**config.mk**
```make
export PLATFORM = sky130hd
export DESIGN_NAME = pkt_rx_fsm_flat
export DESIGN_NICKNAME = d
export VERILOG_FILES = /design/src/rtl/pkt_pkg.sv /design/src/rtl/pkt_rx_fsm_if.sv /design/src/rtl/pkt_rx_fsm_crc8_word.sv /design/src/rtl/pkt_rx_fsm.sv /design/src/flat_wrapper.sv
export SDC_FILE = /design/constraint.sdc
export NUM_CORES = 1
export LEC_CHECK = 0
export CAP_MARGIN = 20
export CELL_PAD_IN_SITES_DETAIL_PLACEMENT = 1
export CELL_PAD_IN_SITES_GLOBAL_PLACEMENT = 2
export CORE_ASPECT_RATIO = 1.1
export CORE_MARGIN = 4
export CORE_UTILIZATION = 35
export CTS_BUF_LIST = sky130_fd_sc_hd__clkbuf_4
export CTS_CLUSTER_DIAMETER = 120
export CTS_CLUSTER_SIZE = 14
export DETAILED_ROUTE_END_ITERATION = 16
export HOLD_SLACK_MARGIN = 0.03
export MAX_ROUTING_LAYER = met4
export PLACE_DENSITY_LB_ADDON = 0.05
export SYNTH_ARGS = -nofsm -noshare
export SYNTH_HDL_FRONTEND = slang
export SYNTH_SLANG_ARGS = --single-unit
```
**constraint.sdc**
```tcl
create_clock -name clk -period 2.6 [get_ports clk]
set_input_delay 0.52 -clock clk [delete_from_list [all_inputs] [get_ports clk]]
set_output_delay 0.52 -clock clk [all_outputs]
set_load 0.005 [all_outputs]
```
**src/rtl/pkt_pkg.sv**
```systemverilog
// Shared types and constants for the pkt_rx_fsm frame receiver.
//   pkt_rx_state_t : 2-bit receive state encoding
//   CRC8_POLY/INIT : CRC-8 parameters (poly 0x07, init 0x00, no reflect/xorout)
package pkt_pkg;

  localparam int unsigned CRC_W = 8;

  typedef enum logic [1:0] {
    IDLE  = 2'd0,
    GOT_A = 2'd1,
    GOT_B = 2'd2,
    DONE  = 2'd3
  } pkt_rx_state_t;

  localparam logic [CRC_W-1:0] CRC8_POLY = 8'h07;
  localparam logic [CRC_W-1:0] CRC8_INIT = 8'h00;

endpackage

```
**src/rtl/pkt_rx_fsm_if.sv**
```systemverilog
// Stream bundle between a frame source and the pkt_rx_fsm receiver.
//   in_*  : beat stream into the receiver (valid/ready, sop marks word A)
//   out_* : completed frame out of the receiver (valid/ready)
//   master: source/sink side (drives in_*, out_ready)
//   slave : receiver side (drives in_ready and the out_* payload)
interface pkt_rx_fsm_if #(
  parameter int unsigned DATA_W = 8
);

  logic              in_valid;
  logic              in_ready;
  logic              in_sop;
  logic [DATA_W-1:0] in_data;
  logic              out_valid;
  logic              out_ready;
  logic [DATA_W-1:0] out_a;
  logic [DATA_W-1:0] out_b;
  logic              out_crc_ok;

  modport master (
    output in_valid, in_sop, in_data, out_ready,
    input  in_ready, out_valid, out_a, out_b, out_crc_ok
  );

  modport slave (
    input  in_valid, in_sop, in_data, out_ready,
    output in_ready, out_valid, out_a, out_b, out_crc_ok
  );

endinterface

```
**src/rtl/pkt_rx_fsm_crc8_word.sv**
```systemverilog
// crc8_word: combinational CRC-8 update over one DATA_W-bit word, MSB first.
//   crc_in    : current accumulator
//   data      : word to fold in
//   crc_out_c : accumulator after the word
module crc8_word
  import pkt_pkg::*;
#(
  parameter int unsigned DATA_W = 8
) (
  input  logic [CRC_W-1:0]  crc_in,
  input  logic [DATA_W-1:0] data,
  output logic [CRC_W-1:0]  crc_out_c
);

  // Bit-serial LFSR unrolled across the word.
  always_comb begin
    logic [CRC_W-1:0] c;
    c = crc_in;
    for (int i = DATA_W - 1; i >= 0; i--) begin
      if (c[CRC_W-1] ^ data[i]) begin
        c = {c[CRC_W-2:0], 1'b0} ^ CRC8_POLY;
      end else begin
        c = {c[CRC_W-2:0], 1'b0};
      end
    end
    crc_out_c = c;
  end

endmodule

```
**src/rtl/pkt_rx_fsm.sv**
```systemverilog
// pkt_rx_fsm: receives A / B / CRC beats, checks CRC-8 over A and B, and
// presents the frame with a pass/fail flag until downstream accepts it.
//   clk, rstn : clock, synchronous active-low reset
//   bus       : pkt_rx_fsm_if.slave (input beat stream + output frame port)
//   err_cnt   : saturating error counter, only when PKT_RX_ERR_CNT_EN is defined
// DATA_W must be at least 8; CRC word bits above bit 7 are ignored.
module pkt_rx_fsm
  import pkt_pkg::*;
#(
  parameter int unsigned DATA_W = 8,
  parameter int unsigned CNT_W  = 16
) (
  input  logic             clk,
  input  logic             rstn,
  pkt_rx_fsm_if.slave      bus
`ifdef PKT_RX_ERR_CNT_EN
  ,
  output logic [CNT_W-1:0] err_cnt
`endif
);

  pkt_rx_state_t     state_q;
  pkt_rx_state_t     state_nxt_c;
  logic              accept_c;
  logic              cap_a_c;
  logic              cap_b_c;
  logic              crc_upd_c;
  logic              chk_crc_c;
  logic [CRC_W-1:0]  crc_q;
  logic [CRC_W-1:0]  crc_seed_c;
  logic [CRC_W-1:0]  crc_nxt_c;
  logic [DATA_W-1:0] a_q;
  logic [DATA_W-1:0] b_q;
  logic              ok_q;

  assign bus.in_ready = (state_q != DONE);
  assign accept_c     = bus.in_valid && bus.in_ready;

  // State register.
  always_ff @(posedge clk) begin
    if (!rstn) begin
      state_q <= IDLE;
    end else begin
      state_q <= state_nxt_c;
    end
  end

  // Next-state logic; an sop beat mid-frame restarts the frame at GOT_A.
  always_comb begin
    state_nxt_c = state_q;
    case (state_q)
      IDLE:    if (accept_c && bus.in_sop) state_nxt_c = GOT_A;
      GOT_A:   if (accept_c) state_nxt_c = bus.in_sop ? GOT_A : GOT_B;
      GOT_B:   if (accept_c) state_nxt_c = bus.in_sop ? GOT_A : DONE;
      DONE:    if (bus.out_ready) state_nxt_c = IDLE;
      default: state_nxt_c = IDLE;
    endcase
  end

  // Datapath controls decoded from state and the accepted beat.
  always_comb begin
    cap_a_c   = 1'b0;
    cap_b_c   = 1'b0;
    crc_upd_c = 1'b0;
    chk_crc_c = 1'b0;
    if (accept_c) begin
      case (state_q)
        IDLE: begin
          cap_a_c   = bus.in_sop;
          crc_upd_c = bus.in_sop;
        end
        GOT_A: begin
          cap_a_c   = bus.in_sop;
          cap_b_c   = !bus.in_sop;
          crc_upd_c = 1'b1;
        end
        GOT_B: begin
          cap_a_c   = bus.in_sop;
          crc_upd_c = bus.in_sop;
          chk_crc_c = !bus.in_sop;
        end
        default: ;
      endcase
    end
  end

  // One CRC engine: seeded from INIT on word A, chained from the accumulator on B.
  assign crc_seed_c = bus.in_sop ? CRC8_INIT : crc_q;

  crc8_word #(
    .DATA_W(DATA_W)
  ) u_crc (
    .crc_in   (crc_seed_c),
    .data     (bus.in_data),
    .crc_out_c(crc_nxt_c)
  );

  // Frame capture registers; untouched while DONE since nothing is accepted.
  always_ff @(posedge clk) begin
    if (!rstn) begin
      a_q   <= '0;
      b_q   <= '0;
      crc_q <= CRC8_INIT;
      ok_q  <= 1'b0;
    end else begin
      if (cap_a_c)   a_q   <= bus.in_data;
      if (cap_b_c)   b_q   <= bus.in_data;
      if (crc_upd_c) crc_q <= crc_nxt_c;
      if (chk_crc_c) ok_q  <= (bus.in_data[CRC_W-1:0] == crc_q);
    end
  end

  assign bus.out_valid  = (state_q == DONE);
  assign bus.out_a      = a_q;
  assign bus.out_b      = b_q;
  assign bus.out_crc_ok = ok_q;

`ifdef PKT_RX_ERR_CNT_EN
  logic err_evt_c;

  // A CRC miss and an sop-abort are mutually exclusive beats.
  assign err_evt_c = (chk_crc_c && (bus.in_data[CRC_W-1:0] != crc_q)) ||
                     (accept_c && bus.in_sop && (state_q == GOT_A || state_q == GOT_B));

  // Saturating error counter.
  always_ff @(posedge clk) begin
    if (!rstn) begin
      err_cnt <= '0;
    end else if (err_evt_c && (err_cnt != {CNT_W{1'b1}})) begin
      err_cnt <= err_cnt + CNT_W'(1);
    end
  end
`else
  logic [CNT_W-1:0] unused_cnt_c;
  assign unused_cnt_c = '0;
`endif

endmodule

```
**src/flat_wrapper.sv**
```systemverilog
// flat-port wrapper written by rule: the top's interface ports become plain ports
module pkt_rx_fsm_flat import pkt_pkg::*;
#(
  parameter int unsigned DATA_W = 8,
  parameter int unsigned CNT_W  = 16
)
  (clk, rstn, bus_in_valid, bus_in_sop, bus_in_data, bus_out_ready, bus_in_ready, bus_out_valid, bus_out_a, bus_out_b, bus_out_crc_ok);
  pkt_rx_fsm_if #(.DATA_W(DATA_W)) bus_i ();
  input  logic clk;
  input  logic rstn;
  input wire logic [$bits(bus_i.in_valid)-1:0] bus_in_valid;
  input wire logic [$bits(bus_i.in_sop)-1:0] bus_in_sop;
  input wire logic [$bits(bus_i.in_data)-1:0] bus_in_data;
  input wire logic [$bits(bus_i.out_ready)-1:0] bus_out_ready;
  output wire logic [$bits(bus_i.in_ready)-1:0] bus_in_ready;
  output wire logic [$bits(bus_i.out_valid)-1:0] bus_out_valid;
  output wire logic [$bits(bus_i.out_a)-1:0] bus_out_a;
  output wire logic [$bits(bus_i.out_b)-1:0] bus_out_b;
  output wire logic [$bits(bus_i.out_crc_ok)-1:0] bus_out_crc_ok;
  assign bus_i.in_valid = bus_in_valid;
  assign bus_i.in_sop = bus_in_sop;
  assign bus_i.in_data = bus_in_data;
  assign bus_i.out_ready = bus_out_ready;
  assign bus_in_ready = bus_i.in_ready;
  assign bus_out_valid = bus_i.out_valid;
  assign bus_out_a = bus_i.out_a;
  assign bus_out_b = bus_i.out_b;
  assign bus_out_crc_ok = bus_i.out_crc_ok;
  pkt_rx_fsm #(.DATA_W(DATA_W), .CNT_W(CNT_W)) u_core (.clk(clk), .rstn(rstn), .bus(bus_i));
endmodule
```
# ---- Yosys cells after proc, flatten, opt, wreduce, memory -nomap -nowiden
# Index checks and enable logic that the tools add are counted.
dict set report classes {
  reduce_logical 7
  n_mul 0
  n_eq_ne 9
  div 0
  shifts 0
  mux 24
  n_bitwise 16
  order_cmp 0
  n_addsub 0
}
# op count
set op_table {}
lappend op_table {{$mux 3} 8}
lappend op_table {{$not 3->3} 8}
lappend op_table {{$mux 2} 6}
lappend op_table {{$eq 8x8->1} 1}
lappend op_table {{$mux 8} 1}
lappend op_table {{$pmux 2 s4} 1}
lappend op_table {{$xor 1x1->1} 8}
lappend op_table {{$mux 1} 7}
lappend op_table {{$ne 2x1->1 const B} 3}
lappend op_table {{$eq 2x2->1 const B} 2}
lappend op_table {{$ne 2x2->1 const B} 2}
lappend op_table {{$reduce_and 4->1} 1}
lappend op_table {{$reduce_or 3->1} 1}
lappend op_table {{$eq 2x1->1 const B} 1}
lappend op_table {{$logic_and 1x1->1} 2}
lappend op_table {{$logic_not 2->1} 1}
lappend op_table {{$pmux 1 s2} 1}
lappend op_table {{$reduce_or 2->1} 1}
lappend op_table {{$logic_not 1->1} 1}
dict set report totals {
  rom_bits 0
  latch_bits 0
  inputBits 13
  mem_bits_rw 0
  ff_bits 27
  out_inout_bits 19
  wordCells 61
  mem_count 0
}

# ---- Logic depth before layout (Yosys ltp)
dict set report depth {
  ltp_word 17
  mapped_depth 7
  depth_no_buf 5
}

# ---- Cells and area by module
# Synthesis repeated with hierarchy kept, for this count alone.
dict set report hier_totals {
  cells_unflattened 139
  hier_area_um2 1425.1
}
# mod area_per_inst_um2 instances cells_each seq_area_each_um2
set by_module_without_submodules {}
lappend by_module_without_submodules {pkt_rx_fsm 1241.2 1 118 540.5}
lappend by_module_without_submodules {crc8_word 183.9 1 21 0.0}

# ---- Least setup slack after synthesis
# No wires, ideal clock.
dict set report synth_timing {
  kind {input -> register}
  start {input port bus_in_data[1]}
  end {register u_core.crc_q[2]}
  required_ns 2.538
  stages 6
  arrival_ns 1.713
  path_buffers 1
  setup_slack_ns 0.825
  setup_time_ns 0.062
  path_cell_list {clkbuf_4 xor2_1 or3_1 a2111oi_0 o21bai_1 nand3_1}
}
dict set report synth_between {
  elab_chain_len 4
}
# item line
set synth_lines {}
lappend synth_lines {{start: declaration} flat_wrapper.sv:13} ;# input wire logic [$bits(bus_i.in_data)-1:0] bus_in_data;
lappend synth_lines {{$xor 1x1->1 *} pkt_rx_fsm_crc8_word.sv:20} ;# if (c[CRC_W-1] ^ data[i]) begin
lappend synth_lines {{$mux 3 *} pkt_rx_fsm_crc8_word.sv:20}
lappend synth_lines {{$not 3->3 (no line)} --}
lappend synth_lines {{$mux 3 *} pkt_rx_fsm_crc8_word.sv:20}
lappend synth_lines {{end signal: assignment} pkt_rx_fsm.sv:108} ;# if (crc_upd_c) crc_q <= crc_nxt_c;
lappend synth_lines {{end: declaration} pkt_rx_fsm.sv:29} ;# logic [CRC_W-1:0] crc_q;
# Every way passes the cells marked *; elsewhere a longest branch is shown, timed or not.
# A chain may end at the register's enable or synchronous reset.

# ---- Worst setup path in the final report
dict set report layout_timing {
  start {register u_core.state_q[0]}
  end {output port bus_out_valid}
}
dict set report layout_between {
  elab_chain_len 1
}
# item line
set layout_lines {}
lappend layout_lines {{start: declaration} pkt_rx_fsm.sv:22} ;# pkt_rx_state_t state_q;
lappend layout_lines {{start signal: assignment} pkt_rx_fsm.sv:44} ;# state_q <= state_nxt_c;
lappend layout_lines {{$eq 2x2->1} pkt_rx_fsm.sv:113} ;# assign bus.out_valid = (state_q == DONE);
lappend layout_lines {{end: declaration} flat_wrapper.sv:16} ;# output wire logic [$bits(bus_i.out_valid)-1:0] bus_out_valid;
# No other way between the ends.

==> qor.txt <==
status -> finished clean
Clock Latency Late Sink -> 0.34 ns
RR Startpoint -> u_core.crc_q[7]
Max FO, Critical Path -> 9
Ant. Diodes -> 0
Seq pwr share -> 47.3%
unrepaired setup endpoints after global routing -> no
largest net degree at the start of global routing -> 19
reported net switching power -> 328 uW
largest family of logic cells by synthesized area -> simple AND/OR/NAND/NOR gates
complex-gate fraction of the synthesized area -> 14.2%
Min-Delay Path Class -> flop to flop
net count after synthesis -> 196
Fmax -> 471 MHz
drt first pass iters -> 4
Worst slew margin -> 65.6%
EDFF count, synth -> 0
hold_sp -> u_core.bus.out_b[7]
Tcrit/Tclk final -> 81.6%
Resized Gates After CTS -> 0
ys flop type -> dfxtp_1
Clock Skew -> 0.00163 ns
DRT Wirelength -> 4590 um
die width -> 73.5 um
hold-fix buffers at CTS -> 0
Placed Cells incl. Taps -> 267
DPL Wire Length -> 3600 um
Die Area -> 5880 um^2
Clock transition at path regs -> 0.15 ns
gr usage total -> 17.6%
# rows -> 25
Clk pwr share -> 20.2%
Synth Area in Adders -> 0%
Core Area -> 4440 um^2
setup TNS -> 0 ns
TritonCTS clock tree -> yes
Root Buffer -> clkbuf_4
power share of the combinational group -> 32.6%
htree depth -> 1
sequential area share after synthesis -> 32.7%
Synth Area in Simple Gates -> 20.2%
pwr dens -> 497 nW/um^2
clk buf depth -> 2
Num CTS Buffers -> 3
FILL cells -> 535
switching share of power -> 32.2%
Syn Area/Cell -> 9.03 um^2
first-pass GRT wire length -> 7820 um
initial antenna violation count -> 0
ys async rst share -> 0%
NumNets Final -> 231
Unique masters post-synth -> 46
final setup fails -> 0
crit path DAT -> 1.60 ns
Slew @ Worst Pin -> 0.514 ns
hold_ws -> 0.472 ns
Ports -> 32
Final Critical Period -> 2.12 ns
share of layout cells above drive strength 1 -> 13.4%
Final Hold Vio Count -> 0
Mapped Cells -> 183
total power -> 1.02 mW
setup bufs post-CTS -> 0
Final GP Congestion -> 0.833
vias in the first global route -> 1587
TritonCTS Sinks -> 27
multiplexer share of the synthesized area -> 5.45%
Final ANT Viol Nets -> 0
Max Cap Violations -> 0
vias -> 1425
total grt overflow -> 0
Final Non-Filler Cells -> 271
Via density -> 5.26
startpoint types -> flop
peak supply drop -> 203 uV
WP data required -> 2.08 ns
Post-Syn Area -> 1650 um^2
post-synthesis xor/xnor area fraction -> 19.9%
synthesized flop and latch total -> 27
leak pwr -> 0.750 nW
DR iter-0 viols -> 70
Area Growth Syn to Fin -> 24.2%
Slew Viols, Final -> 0
total number of yosys warnings -> 0
wire per inst -> 16.9 um
DRC -> 0
crit end category -> primary output
Buffers on Ports -> 31
initial core utilization -> 37.2%
Cell Int Power -> 691 uW
WS Path Type -> flop to primary output
Die Ht -> 80.0 um
Worst Setup SP -> u_core.state_q[0]
## layout by cell type, fill, tap and decap left out, types with 3 or more instances in the layout
master,synthesis,routed
clkbuf_4,1,4
clkdlybuf4s50_1,0,31
mux2i_1,9,9
xnor3_1,5,5
buf_4,4,14
xnor2_1,17,17
dfxtp_1,27,27
nand2_1,23,23
xor2_1,4,4
o21ai_0,7,7
and2b_2,3,3
nor2_1,16,16
nand3_1,4,4
a21oi_1,12,12
and2_1,3,3
nand4_1,3,3
## power by group through the flow
| stage | Clock (mW) | Combinational [mW] | Sequential, mW |
|---|---|---|---|
| 6_report | 0.205 | 0.332 | 0.482 |
| 5_1_grt | 0.237 | 0.365 | 0.488 |
| 4_1_cts | 0.216 | 0.335 | 0.482 |
| 3_5_place_dp | 0 | 0.332 | 0.491 |
| 3_3_place_gp | 0 | 0.322 | 0.490 |
| 2_1_floorplan | 0 | 0.247 | 0.478 |
## logic make-up (layout without fill, tap and decap cells)
family	Yosys count	in the layout
simple gates	66	66
flops	27	27
buf+inv	18	52
mux	9	9
xor+xnor	28	28
compound gates	35	35
## synth_stat cells (2+ instances only)
master	instances	area share, %
xnor3_1	5	6.8
nand2_1	23	5.2
o21ai_0	7	2.1
nor2_1	16	3.6
o21a_1	2	0.91
and2b_2	3	1.6
xor2_1	4	2.1
or3_1	2	0.76
and2_1	3	1.1
xnor2_2	2	2.0
a2111oi_0	2	1.1
a21oi_1	12	3.6
buf_6	5	3.4
nand4_1	3	1.1
buf_4	4	1.8
dfxtp_1	27	33
nand3_1	4	1.2
mux2i_1	9	5.5
nor2_2	2	0.76
xnor2_1	17	9.0
a2111oi_2	2	1.8
clkbuf_1	4	0.91
inv_1	2	0.45
## per-layer routing
layer / global-route usage, % / wire length (um) / up-vias
met5: - / 0 / -
met4: 6.34 / 108 / 0
met3: 3.65 / 158 / 10
met2: 27.1 / 2170 / 31
met1: 22.7 / 2150 / 688
li1: - / - / 696
## flip-flops by register name, summed over array words and instances (netlist names)
| name | cells |
|---|---|
| u_core.bus.out_a | 8 |
| u_core.crc_q | 8 |
| u_core.state_q | 2 |
| u_core.bus.out_b | 8 |
| u_core.bus.out_crc_ok | 1 |
## area by class of cell
type | instances | area (um^2) | share of cell area (%)
clock buffers | 4 | 30.0 | 1.46
inverters | 3 | 11.3 | 0.549
multi-input cells | 138 | 986 | 48.1
flip-flops and latches | 27 | 541 | 26.4
well taps | 54 | 67.6 | 3.29
repair buffers | 45 | 415 | 20.3
## stage by stage
step / setup slack, ns / area [um^2] / util, %
finish: 0.478 / 2050 / 46.2
global route: 0.314 / 2050 / 46.2
CTS: 0.451 / 2050 / 46.2
detailed placement: 0.175 / 2020 / 45.5
global placement: 0.236 / 2020 / 45.5
floorplan: 0.825 / 1650 / -
## path summary, 6_finish.rpt
path | to | cells past startpoint | slack, ns
worst max-delay path | bus_out_valid | 2 | 0.48
worst min-delay path | u_core.bus.out_b[7] | 2 | 0.47
worst max register to register | u_core.crc_q[2] | 5 | 0.86
worst min register to register | u_core.bus.out_b[7] | 2 | 0.47
## worst max-delay path, stage by stage, from the launching register on
cell and delay, ns:
dfxtp_1 0.47, and2_1 0.25, clkdlybuf4s50_1 0.54
Note: power is estimated with default switching activity, not from simulation.
